===== src/rtl/time_count_ctrl.sv =====
`default_nettype none
// ============================================================================
//  Module   : time_count_ctrl
//  Purpose  : Run-control sequencer for an mm:ss time counter. Owns the 1 s
//             prescaler and the seconds/minutes registers and sequences them
//             through IDLE / RUN / PAUSE / ALARM. Counts up (stopwatch) or
//             down (timer with preset, alarm at 00:00).
//  Ports    : InClk        system clock
//             InReset      asynchronous reset, active-low
//             InStart      pulse: start / resume (mode sampled from InDown)
//             InStop       pulse: pause
//             InClear      pulse: abort to IDLE, value 00:00
//             InLoad       pulse: load preset (IDLE/PAUSE, or ALARM -> IDLE)
//             InDown       level: 1 = count down, 0 = count up
//             InPresetSec  preset seconds (saturated to 59)
//             InPresetMin  preset minutes (saturated to 59)
//             OutSecond    current seconds 0..59
//             OutMinute    current minutes 0..59
//             OutRunning   high in RUN
//             OutTick      one-cycle pulse on the cycle the value updates
//             OutAlarm     high in ALARM
//             (TIMER_LAP_EN) InLap, OutLapSec, OutLapMin, OutLapValid
//  Options  : define TIMER_LAP_EN to add the lap-capture registers and ports.
//  Revision : 1.0  initial release
// ============================================================================
module time_count_ctrl #(
  parameter int TICK_DIV = 1_000_000,
  parameter int CNT_W    = 20
) (
  input  logic       InClk,
  input  logic       InReset,
  input  logic       InStart,
  input  logic       InStop,
  input  logic       InClear,
  input  logic       InLoad,
  input  logic       InDown,
  input  logic [5:0] InPresetSec,
  input  logic [5:0] InPresetMin,
  output logic [5:0] OutSecond,
  output logic [5:0] OutMinute,
  output logic       OutRunning,
  output logic       OutTick,
  output logic       OutAlarm
`ifdef TIMER_LAP_EN
  ,
  input  logic       InLap,
  output logic [5:0] OutLapSec,
  output logic [5:0] OutLapMin,
  output logic       OutLapValid
`endif
);

  localparam logic [CNT_W-1:0] c_TICK_LAST = CNT_W'(TICK_DIV - 1);
  localparam logic [5:0]       c_MAX_FIELD = 6'd59;

  typedef enum logic [1:0] {
    ST_IDLE  = 2'd0,
    ST_RUN   = 2'd1,
    ST_PAUSE = 2'd2,
    ST_ALARM = 2'd3
  } state_t;

  state_t           r_state;
  logic [CNT_W-1:0] r_presc;
  logic [5:0]       r_sec;
  logic [5:0]       r_min;
  logic             r_down;
  logic             r_tick;
  logic             r_running;
  logic             r_alarm;

  // Values after the run/tick phase, before commands are applied.
  state_t           w_state_t;
  logic [CNT_W-1:0] w_presc_t;
  logic [5:0]       w_sec_t;
  logic [5:0]       w_min_t;
  logic             w_tick;
  logic             w_to_alarm;

  // Final next-state values after commands.
  state_t           w_state_n;
  logic [CNT_W-1:0] w_presc_n;
  logic [5:0]       w_sec_n;
  logic [5:0]       w_min_n;
  logic             w_down_n;

  logic [5:0]       w_pre_sec;
  logic [5:0]       w_pre_min;

  assign w_pre_sec = (InPresetSec > c_MAX_FIELD) ? c_MAX_FIELD : InPresetSec;
  assign w_pre_min = (InPresetMin > c_MAX_FIELD) ? c_MAX_FIELD : InPresetMin;

  // Run phase. A down-count sitting at 00:00 in RUN moves to ALARM one cycle
  // after the value reached zero (this also covers starting down at 00:00),
  // and no further tick is generated so the minutes never underflow.
  always_comb begin
    w_to_alarm = (r_state == ST_RUN) && r_down && (r_sec == 6'd0) && (r_min == 6'd0);
    w_tick     = (r_state == ST_RUN) && !w_to_alarm && (r_presc == c_TICK_LAST);
    w_state_t  = w_to_alarm ? ST_ALARM : r_state;
    w_presc_t  = r_presc;
    w_sec_t    = r_sec;
    w_min_t    = r_min;

    if ((r_state == ST_RUN) && !w_to_alarm) begin
      w_presc_t = w_tick ? '0 : (r_presc + CNT_W'(1));
    end

    if (w_tick) begin
      if (!r_down) begin
        if (r_sec == c_MAX_FIELD) begin
          w_sec_t = 6'd0;
          w_min_t = (r_min == c_MAX_FIELD) ? 6'd0 : (r_min + 6'd1);
        end else begin
          w_sec_t = r_sec + 6'd1;
        end
      end else begin
        if (r_sec == 6'd0) begin
          w_sec_t = c_MAX_FIELD;
          w_min_t = r_min - 6'd1;
        end else begin
          w_sec_t = r_sec - 6'd1;
        end
      end
    end
  end

  // Command phase: exactly one command (highest priority asserted) is
  // considered, and it acts on the post-tick state and value.
  always_comb begin
    w_state_n = w_state_t;
    w_presc_n = w_presc_t;
    w_sec_n   = w_sec_t;
    w_min_n   = w_min_t;
    w_down_n  = r_down;

    if (InClear) begin
      w_state_n = ST_IDLE;
      w_presc_n = '0;
      w_sec_n   = 6'd0;
      w_min_n   = 6'd0;
    end else if (InLoad) begin
      if (w_state_t != ST_RUN) begin
        w_sec_n   = w_pre_sec;
        w_min_n   = w_pre_min;
        w_presc_n = '0;
        w_state_n = (w_state_t == ST_ALARM) ? ST_IDLE : w_state_t;
      end
    end else if (InStop) begin
      if (w_state_t == ST_RUN) begin
        w_state_n = ST_PAUSE;
      end
    end else if (InStart) begin
      if ((w_state_t == ST_IDLE) || (w_state_t == ST_PAUSE)) begin
        w_state_n = ST_RUN;
        w_down_n  = InDown;
        // Resuming from PAUSE keeps the partial second.
        if (w_state_t == ST_IDLE) begin
          w_presc_n = '0;
        end
      end
    end
  end

  always_ff @(posedge InClk or negedge InReset) begin
    if (!InReset) begin
      r_state   <= ST_IDLE;
      r_presc   <= '0;
      r_sec     <= 6'd0;
      r_min     <= 6'd0;
      r_down    <= 1'b0;
      r_tick    <= 1'b0;
      r_running <= 1'b0;
      r_alarm   <= 1'b0;
    end else begin
      r_state   <= w_state_n;
      r_presc   <= w_presc_n;
      r_sec     <= w_sec_n;
      r_min     <= w_min_n;
      r_down    <= w_down_n;
      r_tick    <= w_tick;
      r_running <= (w_state_n == ST_RUN);
      r_alarm   <= (w_state_n == ST_ALARM);
    end
  end

  assign OutSecond  = r_sec;
  assign OutMinute  = r_min;
  assign OutRunning = r_running;
  assign OutTick    = r_tick;
  assign OutAlarm   = r_alarm;

`ifdef TIMER_LAP_EN
  logic [5:0] r_lap_sec;
  logic [5:0] r_lap_min;
  logic       r_lap_valid;

  // Lap captures the post-tick value; it never touches the live count.
  always_ff @(posedge InClk or negedge InReset) begin
    if (!InReset) begin
      r_lap_sec   <= 6'd0;
      r_lap_min   <= 6'd0;
      r_lap_valid <= 1'b0;
    end else if (InClear) begin
      r_lap_sec   <= 6'd0;
      r_lap_min   <= 6'd0;
      r_lap_valid <= 1'b0;
    end else if (InLap && (w_state_t == ST_RUN)) begin
      r_lap_sec   <= w_sec_t;
      r_lap_min   <= w_min_t;
      r_lap_valid <= 1'b1;
    end
  end

  assign OutLapSec   = r_lap_sec;
  assign OutLapMin   = r_lap_min;
  assign OutLapValid = r_lap_valid;
`endif

endmodule
`default_nettype wire

===== config.mk =====
export PLATFORM = sky130hd
export DESIGN_NAME = time_count_ctrl
export DESIGN_NICKNAME = d
export VERILOG_FILES = /design/src/rtl/time_count_ctrl.sv
export SDC_FILE = /design/constraint.sdc
export NUM_CORES = 1
export LEC_CHECK = 0
export CORE_UTILIZATION = 55
export DETAILED_ROUTE_END_ITERATION = 6
export GPL_TIMING_DRIVEN = 0
export PLACE_DENSITY = 0.8
export SETUP_SLACK_MARGIN = 0.5
export SLEW_MARGIN = 20
export SYNTH_ARGS = -nofsm -noshare
export SYNTH_HDL_FRONTEND = slang
export SYNTH_SLANG_ARGS = --single-unit

===== constraint.sdc =====
create_clock -name InClk -period 2.9 [get_ports InClk]
set_input_delay 0.29 -clock InClk [delete_from_list [all_inputs] [get_ports InClk]]
set_output_delay 0.29 -clock InClk [all_outputs]
set_load 0.03 [all_outputs]

==> impl_metrics.csv, run 1 <==
group,metric,value,unit
clock_tree,cts_inserted_buffers,5,
clock_tree,cts_root_buf,"clkbuf_8",
critical_path,start_kind,"flop",
die,coreArea,0.004755,mm^2
timing,clock.fmax,419.1,MHz
die,die_h,72.54,um
timing,slew_violations,0,
place,io_buffers,33,
die,die_width,72.54,um
drt,viasPerCell,6.325,
yosys,synth_cell_types,59,
place,routabilityCongestion,0.9160,
yosys,synth_edf_count,0,
clock_tree,clock_latency,0.29,ns
critical_path,r2r-start,"OutSecond[0]",
global_routing,antenna_found_initial,0,
power,power_density,424.7,mW/mm^2
critical_path,path_cells,"buf_8 -> clkinvlp_4 -> ha_4 -> nand3b_1 -> nor4_4 -> buf_6 -> or4_4 -> or3_4 -> a311oi_2",
job,cap_violations,0,
power,p_leak,1.350,nW
cells_and_area,num_antenna_cells,0,
yosys,synth_flop_cell,"dfrtp_1",
critical_path,cp.arrival,2.58,ns
critical_path,critical_path_class,"flop to flop",
critical_path,cp-end-kind,"flop",
clock_tree,cts_tree,"yes",
global_routing,grt_pass1_vias,2656,
global_routing,use_met2,0.5140,
timing,max_slew_margin,0.6292,
critical_path,path_max_fanout,8,
place,dp_hpwl,5.152,mm
critical_path,slowest_delay,0.55,ns
timing,worst_pin_slew,0.5562,ns
drt,routedWlPerCell,16.55,um
yosys,yosysSeqAreaShare,0.3475,
critical_path,required,3.09,ns
global_routing,grt_max_degree,21,
cells_and_area,drive_above_1_share,0.1436,
yosys,ys_warn_count,0,
yosys,synthArstFlopShare,1.000,
cells_and_area,area_growth,28.35,%
clock_tree,htree_num_levels,2,
timing,setup_tns,0,ns
clock_tree,path_clk_slew,0.08,ns
critical_path,crit_buf_inv,3,
drt,drt_iter0_markers,224,
drt,totalWireLength,7.333,mm
critical_path,r2r_cells,9,
critical_path,critPathTopFamily,"simple AND/OR/NAND/NOR gates",
yosys,syn_area,0.002736,mm^2
die,initial_core_util,0.5755,
yosys,syn-instance-count,322,
hold_path,min_path_type,"input pin to async pin",
yosys,avgSynthCellArea,8.498,um^2
global_routing,grtUsageTotal,0.2888,
timing,post-route-min-period,2.386,ns
die,io_pins,34,
global_routing,gr-usage-met1,0.3470,
yosys,syn_nets,348,
drt,dr_total_vias,2802,
run_status,outcome,"finished, final reports clean",
timing,min_period_over_period,0.8229,
clock_tree,cts_buffer_depth,2,
yosys,ys_ff_latch,38,
global_routing,gr-max-usage-layer,"met2",
critical_path,rrSetupSlack,0.51,ns
global_routing,grt_remaining_overflow,0,
global_routing,use_met3,0.05139,
critical_path,cp_slowest_cell,"or4_4",
die,die-area,0.005261,mm^2
drt,postRouteAntennaNets,0,
global_routing,grt_pass1_wl,11.95,mm
die,rows,25,
clock_tree,cts_num_sinks,38,
drt,firstDrtPassIters,5,
cells_and_area,nets,401,
cells_and_area,fill_cells,361,
timing,finalSetupViolCount,0,
timing,grt_setup_unrepaired,"yes",
power,ir_drop,0.3104,mV
drt,route.detailed.drc,0,
cells_and_area,utilization,0.7387,
critical_path,r2r-end,"OutMinute[0]",
timing,hold_viol,0,
timing,skew,0.007263,ns
==> routing by layer <==
| metal | vias up | share of wire |
|---|---|---|
| met5 | - | 0 |
| met4 | 0 | 0.020 |
| met3 | 23 | 0.043 |
| met2 | 92 | 0.52 |
| met1 | 1376 | 0.42 |
| li1 | 1311 | - |
==> what timing repair did <==
action                                  4_1_cts  5_1_grt
hold buffers                                  1        0
hold endpoints to repair                     19        0
pin swaps                                     3        0
buffers inserted                              4        7
endpoints found under the setup margin       32       34
gates resized for setup                      17       22
==> cell usage in the layout, fill, tap and decap left out, types with 7 or more instances in the layout <==
cell             count
dfrtp_1             34
clkdlybuf4s50_1     32
nor2_1              30
nand3_1             27
nand2_1             20
xnor2_1             17
buf_4               14
clkbuf_1            13
a21oi_1             12
nor2b_1             11
o211ai_1             9
nand4_1              8
o21ai_0              8
a31oi_1              8
inv_1                7
nor4b_1              7
nor3_1               7
==> worst max-delay path by stage <==
stage | slack (ns) | start | endpoint | depth (start not counted)
finish | 0.51 | OutSecond[0] | OutMinute[0] | 9
floorplan | 0.50 | OutSecond[1] | OutMinute[0] | 7
global placement | 0.25 | OutMinute[1] | r_presc[0] | 8
detailed placement | 0.15 | OutMinute[1] | r_presc[17] | 8
CTS | 0.50 | OutSecond[0] | OutMinute[0] | 9
global route | 0.45 | OutSecond[0] | OutMinute[0] | 9
==> where the power goes <==
part,leakage [nW],internal [mW],switching [mW],total (mW)
Sequential,0.513,0.548,0.0252,0.573
Combinational,0.765,0.151,0.214,0.365
Clock,0.0714,0.367,0.187,0.554
==> Yosys cell counts, drive strengths merged (5+ instances only) <==
library cell / instances / area (um^2)
dfrtp: 38 / 950.9
inv: 10 / 37.53
and4: 5 / 43.79
a21oi: 12 / 60.06
or3: 6 / 42.54
clkbuf: 18 / 67.56
o21ai: 11 / 55.05
nor4b: 7 / 61.31
nor2b: 11 / 68.82
buf: 5 / 27.53
a31oi: 8 / 50.05
o211ai: 9 / 67.56
nand4: 8 / 50.05
nor2: 30 / 112.6
nor3: 8 / 40.04
nand2: 20 / 75.07
nor4: 7 / 58.81
nand3: 28 / 140.1
xnor2: 17 / 148.9
ha: 7 / 87.58
==> layout make-up <==
class                           instances  area [um^2]  share of cell area
Multi-Input combinational cell        251         1699              0.4838
Inverter                               10        43.79             0.01247
Tap cell                               67        83.83             0.02387
Clock buffer                            6        82.58             0.02351
Timing Repair Buffer                   46        446.7              0.1272
Buffer                                 23        140.1             0.03990
Clock inverter                          2        60.06             0.01710
Sequential cell                        38        955.9              0.2722
==> kinds of logic (layout without fill, tap and decap cells) <==
| kind of cell | count (synthesis) | in the layout | synth area share |
|---|---|---|---|
| muxes | 2 | 2 | 0.008230 |
| and+or+nand+nor | 153 | 153 | 0.3201 |
| DFF | 38 | 38 | 0.3475 |
| AOI/OAI and AO/OA | 71 | 71 | 0.1861 |
| xor gates and xnor gates | 18 | 18 | 0.05761 |
| adders and majority gates | 7 | 7 | 0.03201 |
| buffers and inverters | 33 | 87 | 0.04847 |
==> through the flow <==
step | setup WS (ns) | hold slack, ns | cells | power (mW) | area, um^2
CTS | 0.5035 | 0.5011 | 436 | 1.474 | 3413
global route | 0.4489 | 0.5462 | 443 | 1.555 | 3512
finish | 0.5137 | 0.4952 | 443 | 1.492 | 3512
floorplan | 0.5037 | -0.005591 | 322 | 0.7821 | 2748
global placement | 0.2470 | 0.5218 | 422 | 0.8967 | 3162
detailed placement | 0.1512 | 0.2757 | 423 | 0.9054 | 3184
==> state kept, by name (all words and copies together), names as in the netlist <==
signal	count
r_state	2
r_presc	20
OutRunning	1
OutAlarm	1
OutTick	1
OutSecond	6
r_down	1
OutMinute	6
(Power assumes the default switching activity.)
==> run 2: changes to the inputs <==
==> constraint.sdc (replaced) <==
create_clock -name InClk -period 2.2 [get_ports InClk]
set_input_delay 0.22 -clock InClk [delete_from_list [all_inputs] [get_ports InClk]]
set_output_delay 0.22 -clock InClk [all_outputs]
set_load 0.03 [all_outputs]
==> run 2 against run 1 <==
  * The flow now finishes with violations (design-rule violations, negative setup slack)
  * Setup slack worse by 0.90 ns
  * Non-clock buffer count grew 42
  * Die area unchanged
  * Sequential cell count unchanged
  * Sequential power up 32%
  * Wire length grew 57%
  * Largest power group unchanged
==> impl_metrics.csv, run 2 (synthesis results as in run 1) <==
group,metric,value,unit
run_status,outcome,"finished, violations left",
run_status,violations,"design-rule violations, negative setup slack",
power,power_density,463.2,mW/mm^2
global_routing,grtUsageTotal,0.3611,
place,routabilityCongestion,0.9267,
job,cap_violations,0,
global_routing,grt_pass1_vias,3000,
die,rows,25,
critical_path,critPathTopFamily,"simple AND/OR/NAND/NOR gates",
critical_path,crit_buf_inv,4,
place,dp_hpwl,5.194,mm
cells_and_area,utilization,0.8916,
clock_tree,clock_latency,0.31,ns
drt,totalWireLength,11.49,mm
die,coreArea,0.004755,mm^2
power,fin_total_pwr,1.963,mW
clock_tree,cts_root_buf,"clkbuf_8",
cells_and_area,largest_register,"r_presc",
clock_tree,path_clk_slew,0.09,ns
die,die_width,72.54,um
drt,dr_total_vias,3482,
timing,min_period_over_period,1.176,
timing,skew,0.01238,ns
die,io_pins,34,
clock_tree,cts_buffer_depth,2,
timing,holdWs,0.3953,ns
global_routing,grt_max_degree,22,
cells_and_area,nets,443,
cells_and_area,drive_above_1_share,0.3421,
clock_tree,cts_num_sinks,38,
clock_tree,cts_inserted_buffers,5,
critical_path,required,2.42,ns
global_routing,antenna_found_initial,0,
hold_path,min_path_type,"input pin to async pin",
critical_path,path_max_fanout,5,
critical_path,cp_slowest_cell,"or4b_4",
timing,fin_ws,-0.3866,ns
timing,grt_setup_unrepaired,"yes",
critical_path,cp-end-kind,"flop",
drt,routedWlPerCell,23.70,um
timing,slew_violations,0,
critical_path,path_cells,"inv_2 -> ha_4 -> or4b_4 -> nor4_4 -> buf_4 -> or4_4 -> buf_6 -> o2111ai_4 -> buf_8 -> a21oi_2",
critical_path,r2r-end,"r_presc[19]",
die,initial_core_util,0.5755,
clock_tree,htree_num_levels,2,
drt,viasPerCell,7.179,
cells_and_area,num_antenna_cells,0,
timing,post-route-min-period,2.587,ns
critical_path,slowest_delay,0.47,ns
critical_path,rrSetupSlack,-0.39,ns
global_routing,grt_pass1_wl,14.40,mm
place,io_buffers,33,
timing,clock.fmax,386.6,MHz
drt,firstDrtPassIters,7,
power,ir_drop,0.4248,mV
timing,max_slew_margin,0.5947,
power,p_leak,1.701,nW
timing,hold_viol,0,
drt,route.detailed.drc,5,
timing,finalSetupViolCount,36,
cells_and_area,largest_reg_flops,20,
timing,worst_pin_slew,0.6025,ns
critical_path,cp.arrival,2.81,ns
critical_path,r2r-start,"OutMinute[0]",
cells_and_area,area_growth,54.92,%
die,die_h,72.54,um
cells_and_area,most-common-layout-cells,"dfrtp_1, buf_4, clkdlybuf4s50_1",
critical_path,critical_path_class,"flop to flop",
critical_path,r2r_cells,10,
clock_tree,cts_tree,"yes",
critical_path,start_kind,"flop",
drt,drt_iter0_markers,543,
timing,setup_tns,-10.85,ns
global_routing,grt_remaining_overflow,0,
die,die-area,0.005261,mm^2
drt,postRouteAntennaNets,0,
run 2: changes by cell type in the layout (fill, tap and decap cells not counted), moves of 8 or more:
cell,delta
buf_4,+18
nor2_1,-16
buf_6,+14
nor2_2,+11
buf_8,+8
clkdlybuf4s50_1,-8
nand3_1,-8
run 2: cell type report:
class	count	area [um^2]
Buffer	23	191.4
Clock buffer	5	68.82
Clock inverter	3	21.27
Fill cell	209	515.5
Inverter	10	50.05
Multi-Input combinational cell	251	1971
Sequential cell	38	958.4
Tap cell	67	83.83
Timing Repair Buffer	88	894.6
run 2: worst reg2reg max path: cells and delay by family, from the launching register on:
family | cells | cell delay, ns
buf+inv | 4 | 0.62
flops | 1 | 0.43
simple gates | 3 | 0.97
compound gates | 2 | 0.35
fa+ha+maj | 1 | 0.13
run 2: metal layers:
| metal | wire (um) | GRT usage | vias to the layer above |
|---|---|---|---|
| li1 | - | - | 1401 |
| met1 | 4047 | 0.4136 | 1651 |
| met2 | 5381 | 0.6251 | 318 |
| met3 | 1155 | 0.05694 | 112 |
| met4 | 909 | 0.2331 | 0 |
| met5 | 0 | 0 | - |
run 2: how the worst max path moves through the flow:
| stage | depth (start not counted) | slack (ns) | from | end |
|---|---|---|---|---|
| detailed placement | 7 | -0.40 | OutMinute[1] | OutMinute[3] |
| global route | 10 | -0.44 | OutMinute[0] | r_presc[19] |
| floorplan | 9 | -0.09 | OutMinute[1] | OutMinute[3] |
| global placement | 7 | -0.41 | OutMinute[1] | OutMinute[3] |
| finish | 10 | -0.39 | OutMinute[0] | r_presc[19] |
| CTS | 9 | -0.07 | OutSecond[0] | OutMinute[0] |
run 2: per-stage QoR:
stage	setup WS [ns]	area, um^2	std cells
detailed placement	-0.4024	3246	423
finish	-0.3866	4239	485
global placement	-0.4066	3223	422
floorplan	-0.09329	2809	322
global route	-0.4369	4239	485
CTS	-0.06892	3929	475
run 2: report_power, final:
part	internal [mW]	leakage, nW	switching [mW]
combinational	0.301	1.15	0.395
clock	0.223	0.0441	0.286
sequential	0.723	0.510	0.0359
total	1.25	1.70	0.717
run 2: repair_timing:
item | CTS | global route
gates resized for setup | 63 | 53
hold endpoints to repair | 17 | 0
gates cloned | 5 | 1
pin swaps | 31 | 16
hold buffers | 1 | 0
setup buffers | 38 | 9
setup endpoints to repair | 38 | 41
